**config.mk**
```make
export PLATFORM = sky130hd
export DESIGN_NAME = modexp_1409
export DESIGN_NICKNAME = d
export VERILOG_FILES = /design/src/rtl/modexp_1409_pkg.sv /design/src/rtl/barret_for_1409.sv /design/src/rtl/modexp_1409.sv
export SDC_FILE = /design/constraint.sdc
export NUM_CORES = 1
export LEC_CHECK = 0
export CAP_MARGIN = 20
export CORE_UTILIZATION = 56
export DETAILED_ROUTE_END_ITERATION = 10
export PLACE_DENSITY_LB_ADDON = 0.1
export SYNTH_ARGS = -nofsm -noshare
export SYNTH_HDL_FRONTEND = slang
export SYNTH_SLANG_ARGS = --single-unit
```
**constraint.sdc**
```tcl
create_clock -name clk -period 18.9 [get_ports clk]
set_clock_uncertainty 0.05 [all_clocks]
set_input_delay 2.835 -clock clk [delete_from_list [all_inputs] [get_ports clk]]
set_output_delay 2.835 -clock clk [all_outputs]
set_load 0.01 [all_outputs]
```
**src/rtl/modexp_1409_pkg.sv**
```systemverilog
// Shared constants and FSM state encoding for the modulo-1409 exponentiator.
package modexp_1409_pkg;

    localparam int unsigned Q_MOD  = 1409;
    localparam int unsigned OP_W   = 11;
    localparam int unsigned PROD_W = 21;

    typedef enum logic [2:0] {
        IDLE,
        LOAD,
        MUL,
        SQR,
        DONE
    } state_t;

endpackage

```
**src/rtl/barret_for_1409.sv**
```systemverilog
// Combinational Barrett reduction of a 21-bit value modulo 1409.
module barret_for_1409
    import modexp_1409_pkg::*;
(
    input  logic [PROD_W-1:0] din_a,
    output logic [OP_W-1:0]   dout_r
);

    // With k = 21 and m = floor(2^21 / 1409), the quotient estimate is never
    // more than one short, so a single conditional subtraction finishes the job.
    localparam int unsigned K_SHIFT = 21;
    localparam int unsigned M_RECIP = (1 << K_SHIFT) / Q_MOD;
    localparam int unsigned MW      = PROD_W + OP_W;

    logic [MW-1:0]   prod_m;
    logic [OP_W-1:0] q_est;
    logic [OP_W:0]   q_times;
    logic [OP_W:0]   rem;

    // NOTE: every signal driven here gets a value on every path, so no latch is inferred.
    always_comb begin
        prod_m  = MW'(din_a) * MW'(M_RECIP);
        q_est   = OP_W'(prod_m >> K_SHIFT);
        q_times = (OP_W+1)'(q_est) * (OP_W+1)'(Q_MOD);
        rem     = din_a[OP_W:0] - q_times;
        dout_r  = (rem >= (OP_W+1)'(Q_MOD)) ? OP_W'(rem - (OP_W+1)'(Q_MOD)) : rem[OP_W-1:0];
    end

endmodule

```
**src/rtl/modexp_1409.sv**
```systemverilog
// Right-to-left square-and-multiply base^exp mod 1409 with fixed latency.
module modexp_1409
    import modexp_1409_pkg::*;
#(
    parameter int Q     = 1409,
    parameter int EXP_W = 11
) (
    input  logic             clk,
    input  logic             rst,
    input  logic             start,
    input  logic [OP_W-1:0]  base,
    input  logic [EXP_W-1:0] exp,
    output logic             busy,
    output logic             done,
    output logic [OP_W-1:0]  result
);

    localparam int CNT_W = (EXP_W > 1) ? $clog2(EXP_W) : 1;

    // The reducer is hard-wired to 1409; any other modulus is a build error.
    if (Q != Q_MOD) begin : g_bad_q
        $error("modexp_1409 supports only Q = 1409");
    end

    state_t            state, state_next;
    logic [OP_W-1:0]   base_q;
    logic [EXP_W-1:0]  exp_q;
    logic [OP_W-1:0]   acc;
    logic [OP_W-1:0]   b;
    logic [CNT_W-1:0]  bitcnt;

    logic [OP_W-1:0]   mul_a;
    logic [PROD_W-1:0] product;
    logic [PROD_W-1:0] red_in;
    logic [OP_W-1:0]   red_out;

    // One multiplier and one reducer, shared by LOAD, MUL and SQR.
    always_comb begin
        mul_a   = (state == MUL) ? acc : b;
        product = PROD_W'(mul_a) * PROD_W'(b);
        red_in  = (state == LOAD) ? PROD_W'(base_q) : product;
    end

    barret_for_1409 u_reduce (
        .din_a  (red_in),
        .dout_r (red_out)
    );

    always_comb begin
        state_next = state;
        case (state)
            IDLE: if (start) state_next = LOAD;
            LOAD: state_next = MUL;
            MUL:  state_next = SQR;
            SQR:  state_next = (bitcnt == CNT_W'(EXP_W - 1)) ? DONE : MUL;
            DONE: state_next = IDLE;
            default: state_next = IDLE;
        endcase
    end

    // NOTE: state registers use non-blocking assignments so every flop samples pre-edge values.
    always_ff @(posedge clk) begin
        if (rst) begin
            state  <= IDLE;
            base_q <= '0;
            exp_q  <= '0;
            acc    <= '0;
            b      <= '0;
            bitcnt <= '0;
            busy   <= 1'b0;
            done   <= 1'b0;
            result <= '0;
        end else begin
            state <= state_next;
            busy  <= (state_next != IDLE);
            done  <= (state_next == DONE);
            // acc is final once the last SQR begins, so capture it entering DONE.
            if (state_next == DONE) result <= acc;
            case (state)
                IDLE: if (start) begin
                    base_q <= base;
                    exp_q  <= exp;
                    acc    <= OP_W'(1);
                    bitcnt <= '0;
                end
                LOAD: b <= red_out;
                MUL:  if (exp_q[bitcnt]) acc <= red_out;
                SQR: begin
                    b      <= red_out;
                    bitcnt <= bitcnt + CNT_W'(1);
                end
                default: ;
            endcase
        end
    end

endmodule

```
==> out/results.md, run 1 <==
| Stage | Parameter | This run |
| --- | --- | --- |
| route | Violation count after the first detailed-routing iteration | 482 |
| timing | Setup repair after global routing missed its margin | false |
| placed design | HPWL reported at the end of detailed placement | 21000 microns |
| floorplanning | Die Y | 143 microns |
| final layout | Final Util | 0.620 |
| route | Antenna Nets Post-Route | 0 |
| clock network | Worst-case clock buffer depth | 2 |
| placed design | Final weighted congestion in routability-driven placement | 0.832 |
| final layout | Storage element area | 1280 sq um |
| route | Via count normalized by instance count | 5.46 |
| global route | Remaining global-route overflow | 0 |
| final layout | Post-route cell area | 12000 sq um |
| timing | Headroom to the max-slew limit | 0.395 |
| clock network | Clock transition at path regs | 0.06 ns |
| synthesis | Library cell with the largest summed area after synthesis | fa_1 |
| global route | Number of global-route vias before repair | 8291 |
| placed design | Number of cells after detailed placement | 1529 |
| global route | Antenna violations before repair | 0 |
| floorplanning | Core footprint | 19400 sq um |
| final layout | Signed area change from the synthesized netlist to the final layout | 8.57% |
| synthesis | Area share of the largest cell type after synthesis | 0.251 |
| critical path | Crit. End Element | flop |
| synthesis | Biggest area contributors in the synthesized netlist | fa_1 (25%), ha_1 (20%), dfxtp_1 (12%) |
| synthesis | #FFs+latches synth | 64 |
| clock network | Post-CTS repair timing setup buffer count | 0 |
| critical path | CP Data Arrival Time | 14.58 ns |
| timing | Top achievable clock speed | 0.0696 GHz |
| route | Final routed DRC violation total | 0 |
| floorplanning | Std cell rows | 51 |
| final layout | Final standard cell count with taps included and fillers excluded | 1546 |
| clock network | Hold buffer count at CTS | 0 |
| final layout | Total of fill cells in the finished design | 1764 |
| synthesis | Number of different library cells in the post-synthesis netlist | 79 |
| critical path | CP required | 19.12 ns |
| placed design | Count of input and output buffers | 37 |
| clock network | CTS tree | yes |
| timing | Slew at the pin closest to its max-slew limit | 0.905 ns |
| critical path | Worst flop-to-flop path startpoint | state[1] |
| route | Vias | 8443 |
| timing | Setup TNS Final | 0 ns |
| synthesis | Top FF cell, synth | dfxtp_1 |
| floorplanning | Initial core utilization | 0.571 |
| clock network | CTS Sinks | 64 |
| floorplanning | Horizontal extent of the die | 143 microns |
| min path | Start point of the worst min-delay path | exp_q[3] |
| floorplanning | Number of primary I/O pins | 38 |
| critical path | Largest delay contributor family on the critical path | adder cells |
| clock network | H-tree levels | 3 |
| clock network | Clock buffers created by TritonCTS | 9 |
| final layout | Total number of nets in the final design | 1615 |
| placed design | Standard cell area after detailed placement | 11700 sq um |
| global route | Wire length of the first global-routing pass | 42900 microns |
| synthesis | Net count after synthesis | 1595 |
| final layout | Most common library cell in the layout ignoring fill and taps | inv_1 |
| job | Maximum Capacitance Violations | 0 |
| clock network | Number of gates resized after CTS | 0 |
| final layout | Number of diodes added for antenna fixing | 0 |
| route | Detailed Route WL | 26100 microns |
| critical path | Category of the critical setup timing path | flop to flop |
| final layout | Share of cells above drive strength 1 | 0.0515 |
| synthesis | Sequential element share of the synthesized area | 0.116 |
| final layout | Commonest cells after routing, fill and taps aside | inv_1 (221), ha_1 (175), fa_1 (139) |
| min path | Worst hold path type | flop to flop |
| critical path | Slowest cell on the critical path | nand2_1 |
| clock network | Buffer type at the clock tree root | clkbuf_16 |
| clock network | Clock Latency Late Sink | 0.35 ns |
| critical path | Maximum fanout along the worst path | 27 |
| timing | Final worst path period share | 0.760 |
| global route | Aggregate global-route resource usage | 0.275 |
| critical path | Critical path buffer and inverter count | 7 |
| synthesis | YS warnings | 0 |
| critical path | Delay contributed by the slowest stage of the critical path | 0.60 ns |
| synthesis | Mapped cell area | 11100 sq um |
| synthesis | Post-synthesis average cell area | 8.82 sq um |
| timing | Time the final worst path needs with I/O delays and setup | 14.36 ns |
| synthesis | Cell count after synthesis | 1256 |
| outcome | Run status | completed |
| floorplanning | Floorplan die area | 20300 sq um |
| timing | Final setup viols | 0 |
| timing | Number of hold violations in the final report | 0 |
| critical path | Worst Setup Start Kind | flop |
| critical path | Library cell appearing most often on the critical path | fa_1 |
| route | Router iterations before antenna repair | 7 |
| critical path | Startpoint of the worst setup timing path | state[1] |
| synthesis | Proportion of register bits with asynchronous set or reset after synthesis | 0 |
| timing | Final Max Tran Viols | 0 |
| route | Routed WL per cell | 16.9 microns |
| final layout | Multi-input combinational cell area | 8820 sq um |
| global route | Largest net degree at the start of global routing | 50 |
| synthesis | EDFF count, synth | 0 |
cells in the mapped netlist, types with 7 or more instances:
| cell | count |
|---|---|
| nor2b_1 | 13 |
| mux2i_1 | 18 |
| dfxtp_1 | 64 |
| ha_1 | 175 |
| o21ai_0 | 24 |
| or3_1 | 11 |
| o21a_1 | 18 |
| nor2_1 | 56 |
| clkbuf_1 | 32 |
| a21o_1 | 10 |
| fa_1 | 139 |
| nand3_1 | 28 |
| nand2_1 | 133 |
| xor2_1 | 16 |
| inv_1 | 221 |
| and2_1 | 69 |
| mux2_2 | 12 |
| a21oi_1 | 55 |
| nand2b_1 | 7 |
| xnor2_1 | 33 |
| nor3_1 | 12 |
worst reg2reg max path: cells and delay by family (launching register included):
kind / cells / cell delay [ns]
AO/OA/AOI/OAI: 13 / 3.01
buffers and inverters: 7 / 0.32
AND/OR/NAND/NOR: 10 / 2.35
multiplexers: 2 / 0.98
XOR/XNOR: 2 / 0.39
adder cells (fa/ha/maj): 16 / 6.68
flip-flops: 1 / 0.50
sequential cells by signal, indices dropped and copies added, names as in the netlist:
| register | count |
|---|---|
| acc | 11 |
| b | 11 |
| base_q | 11 |
| bitcnt | 4 |
| busy | 1 |
| done | 1 |
| exp_q | 11 |
| result | 11 |
| state | 3 |
cell families (layout without fill, tap and decap cells):
logic type,after synthesis,in the layout,share of synthesized area
DFF,64,64,0.116
muxes,34,34,0.0351
xor gates and xnor gates,51,51,0.0424
buffers and inverters,258,283,0.0883
and+or+nand+nor,363,363,0.162
adders and majority gates,314,314,0.449
AOI/OAI and AO/OA,172,172,0.107
routing by layer:
layer | vias up | part of all wire | global-route usage
met3 | 35 | 0.039 | 0.0322
met4 | 0 | 0.019 | 0.0741
met2 | 184 | 0.47 | 0.454
li1 | 4137 | - | -
met5 | - | 0 | 0
met1 | 4087 | 0.47 | 0.381
path summary, 6_finish.rpt:
kind | endpoint | slack (ns) | cells after the start
setup / recovery | acc[5] | 4.54 | 50
hold / removal | exp_q[3] | 0.40 | 2
hold reg to reg | exp_q[3] | 0.40 | 2
setup reg to reg | acc[5] | 4.54 | 50
final cells by class:
| type | instances | share of cell area |
|---|---|---|
| clock buffers | 9 | 0.0187 |
| inverters | 221 | 0.0690 |
| clock inverters | 7 | 0.00853 |
| well taps | 265 | 0.0276 |
| multi-input cells | 934 | 0.734 |
| flip-flops and latches | 64 | 0.107 |
| repair buffers | 46 | 0.0360 |
metrics by stage:
step / setup slack [ns] / hold slack, ns
finish: 4.54 / 0.403
global route: 3.62 / 0.421
CTS: 4.39 / 0.405
detailed placement: 4.42 / 0.397
global placement: 4.67 / 0.391
floorplan: 5.72 / 0.383
Power of run 1 is left out: the tool's default activity adds up to more than one toggle a clock period on the data nets, which glitch-free logic cannot reach.
==> run 2: changes to the inputs <==
==> constraint.sdc (replaced) <==
create_clock -name clk -period 14.3 [get_ports clk]
set_clock_uncertainty 0.05 [all_clocks]
set_input_delay 2.145 -clock clk [delete_from_list [all_inputs] [get_ports clk]]
set_output_delay 2.145 -clock clk [all_outputs]
set_load 0.01 [all_outputs]
==> run 2 against run 1 <==
Against the previous run:
- die area unchanged
- cell area up 1.0%
- critical path depth up 1
- clock-buffer cell count up 1
- first-iteration DRC count down 2.3%
- wire length down 1.7%
- register-to-register slack worse by 3.8 ns
- core utilization up 0.63 points
- final cell count up 0.78%
- via count up 0.90%
==> out/results.md, run 2 (synthesis gave the netlist of run 1 again) <==
| Stage | Parameter | This run | Delta |
| --- | --- | --- | --- |
| placed design | Final weighted congestion in routability-driven placement | 0.836 | +0.42% |
| final layout | Final standard cell count with taps included and fillers excluded | 1558 | +0.78% |
| min path | Worst hold path type | flop to flop |  |
| global route | Antenna violations before repair | 0 | unchanged |
| global route | Wire length of the first global-routing pass | 42700 microns | -0.55% |
| global route | Aggregate global-route resource usage | 0.271 | -0.00460 |
| clock network | Worst-case clock buffer depth | 2 | unchanged |
| timing | Number of hold violations in the final report | 0 | unchanged |
| floorplanning | Core footprint | 19400 sq um | unchanged |
| critical path | Delay contributed by the slowest stage of the critical path | 0.55 ns | -0.05 ns |
| placed design | HPWL reported at the end of detailed placement | 20800 microns | -0.96% |
| clock network | Clock Latency Late Sink | 0.34 ns | about the same |
| clock network | CTS tree | yes |  |
| route | Routed WL per cell | 16.5 microns | -2.4% |
| placed design | Count of input and output buffers | 37 | unchanged |
| outcome | Run status | completed |  |
| timing | Final worst path period share | 0.949 | +0.190 |
| clock network | Clock buffers created by TritonCTS | 9 | unchanged |
| critical path | CP required | 14.49 ns | -4.63 ns |
| clock network | Clock transition at path regs | 0.06 ns | about the same |
| floorplanning | Std cell rows | 51 | unchanged |
| critical path | FF-to-FF setup slack | 0.73 ns | -3.82 ns |
| final layout | Final Util | 0.626 | +0.00626 |
| critical path | Worst Setup Start Kind | flop |  |
| floorplanning | Die Y | 143 microns | unchanged |
| critical path | Maximum fanout along the worst path | 27 | unchanged |
| final layout | Most common library cell in the layout ignoring fill and taps | inv_1 |  |
| timing | Slew at the pin closest to its max-slew limit | 0.955 ns | +0.0494 ns |
| final layout | Commonest cells after routing, fill and taps aside | inv_1 (221), ha_1 (175), fa_1 (139) |  |
| critical path | CP Data Arrival Time | 13.76 ns | -0.82 ns |
| timing | Final Max Tran Viols | 0 | unchanged |
| global route | Number of global-route vias before repair | 8517 | +2.7% |
| critical path | Slowest cell on the critical path | fa_1 |  |
| floorplanning | Initial core utilization | 0.571 | unchanged |
| timing | Top achievable clock speed | 0.0737 GHz | +5.8% |
| global route | Remaining global-route overflow | 0 | unchanged |
| job | Maximum Capacitance Violations | 0 | unchanged |
| clock network | H-tree levels | 3 | unchanged |
| clock network | CTS Sinks | 64 | unchanged |
| route | Final routed DRC violation total | 0 | unchanged |
| final layout | Signed area change from the synthesized netlist to the final layout | 9.67% |  |
| timing | Headroom to the max-slew limit | 0.364 | -0.0315 |
| critical path | Category of the critical setup timing path | flop to flop |  |
| global route | Largest net degree at the start of global routing | 50 | unchanged |
| route | Router iterations before antenna repair | 4 | -3 |
| route | Via count normalized by instance count | 5.47 | +0.12% |
| timing | Final setup viols | 0 | unchanged |
| route | Detailed Route WL | 25700 microns | -1.7% |
| floorplanning | Horizontal extent of the die | 143 microns | unchanged |
| final layout | Share of cells above drive strength 1 | 0.0642 | +0.0127 |
| route | Antenna Nets Post-Route | 0 | unchanged |
| clock network | Hold buffer count at CTS | 0 | unchanged |
| critical path | Crit. End Element | flop |  |
| route | Violation count after the first detailed-routing iteration | 471 | -2.3% |
| final layout | Number of diodes added for antenna fixing | 0 | unchanged |
| critical path | Library cell appearing most often on the critical path | fa_1 |  |
| timing | Time the final worst path needs with I/O delays and setup | 13.57 ns | -0.784 ns |
| clock network | Buffer type at the clock tree root | clkbuf_16 |  |
| final layout | Total number of nets in the final design | 1628 | +0.80% |
| route | Vias | 8519 | +0.90% |
| timing | Setup TNS Final | 0 ns | unchanged |
| floorplanning | Number of primary I/O pins | 38 | unchanged |
| floorplanning | Floorplan die area | 20300 sq um | unchanged |
| placed design | Number of cells after detailed placement | 1538 | +0.59% |
| timing | Setup repair after global routing missed its margin | false |  |
run 2: changes by cell type in the layout (fill, tap and decap cells not counted), moves of 2 or more:
cell     previous run  this run
buf_4               9        22
inv_6               2         0
o31ai_1             3         1
o31ai_2             0         2
run 2: cell type report:
class                      instances  area [sq um]
multi-input combinational        934          8850
fill                            1787          7250
sequential                        64          1280
inverter                         221           830
timing repair buffer              59           531
tap                              265           332
clock buffer                      10           239
clock inverter                     5          81.3
run 2: stage by stage:
step	hold WS, ns	setup slack [ns]	cell area (sq um)
finish	0.402	0.726	12100
global route	0.424	0.0718	12100
CTS	0.404	0.251	12100
detailed placement	0.396	0.308	11800
global placement	0.390	0.509	11800
floorplan	0.383	1.12	11100
run 2: timing repair:
item	4_1_cts	5_1_grt
setup buffers	0	5
gates resized for setup	0	8
setup endpoints to repair	0	22
run 2: path summary, 6_finish.rpt:
check	from	cells past startpoint	end
worst max-delay path	state[0]	51	b[8]
worst min-delay path	base_q[1]	2	base_q[1]
worst max register to register	state[0]	51	b[8]
worst min register to register	base_q[1]	2	base_q[1]
run 2: critical path, delay by kind of cell (launching register included):
kind / cells / cell delay [ns]
multiplexers: 2 / 0.79
adder cells (fa/ha/maj): 16 / 6.78
AND/OR/NAND/NOR: 11 / 1.93
AO/OA/AOI/OAI: 14 / 2.90
buffers and inverters: 6 / 0.32
XOR/XNOR: 2 / 0.34
flip-flops: 1 / 0.35
run 2: layer usage:
layer	vias up	wire, microns	GRT usage
li1	4163	-	-
met1	4134	12100	0.371
met2	189	12100	0.451
met3	33	997	0.0325
met4	0	523	0.0707
met5	-	0	0
Power of run 2 is left out for the same reason.
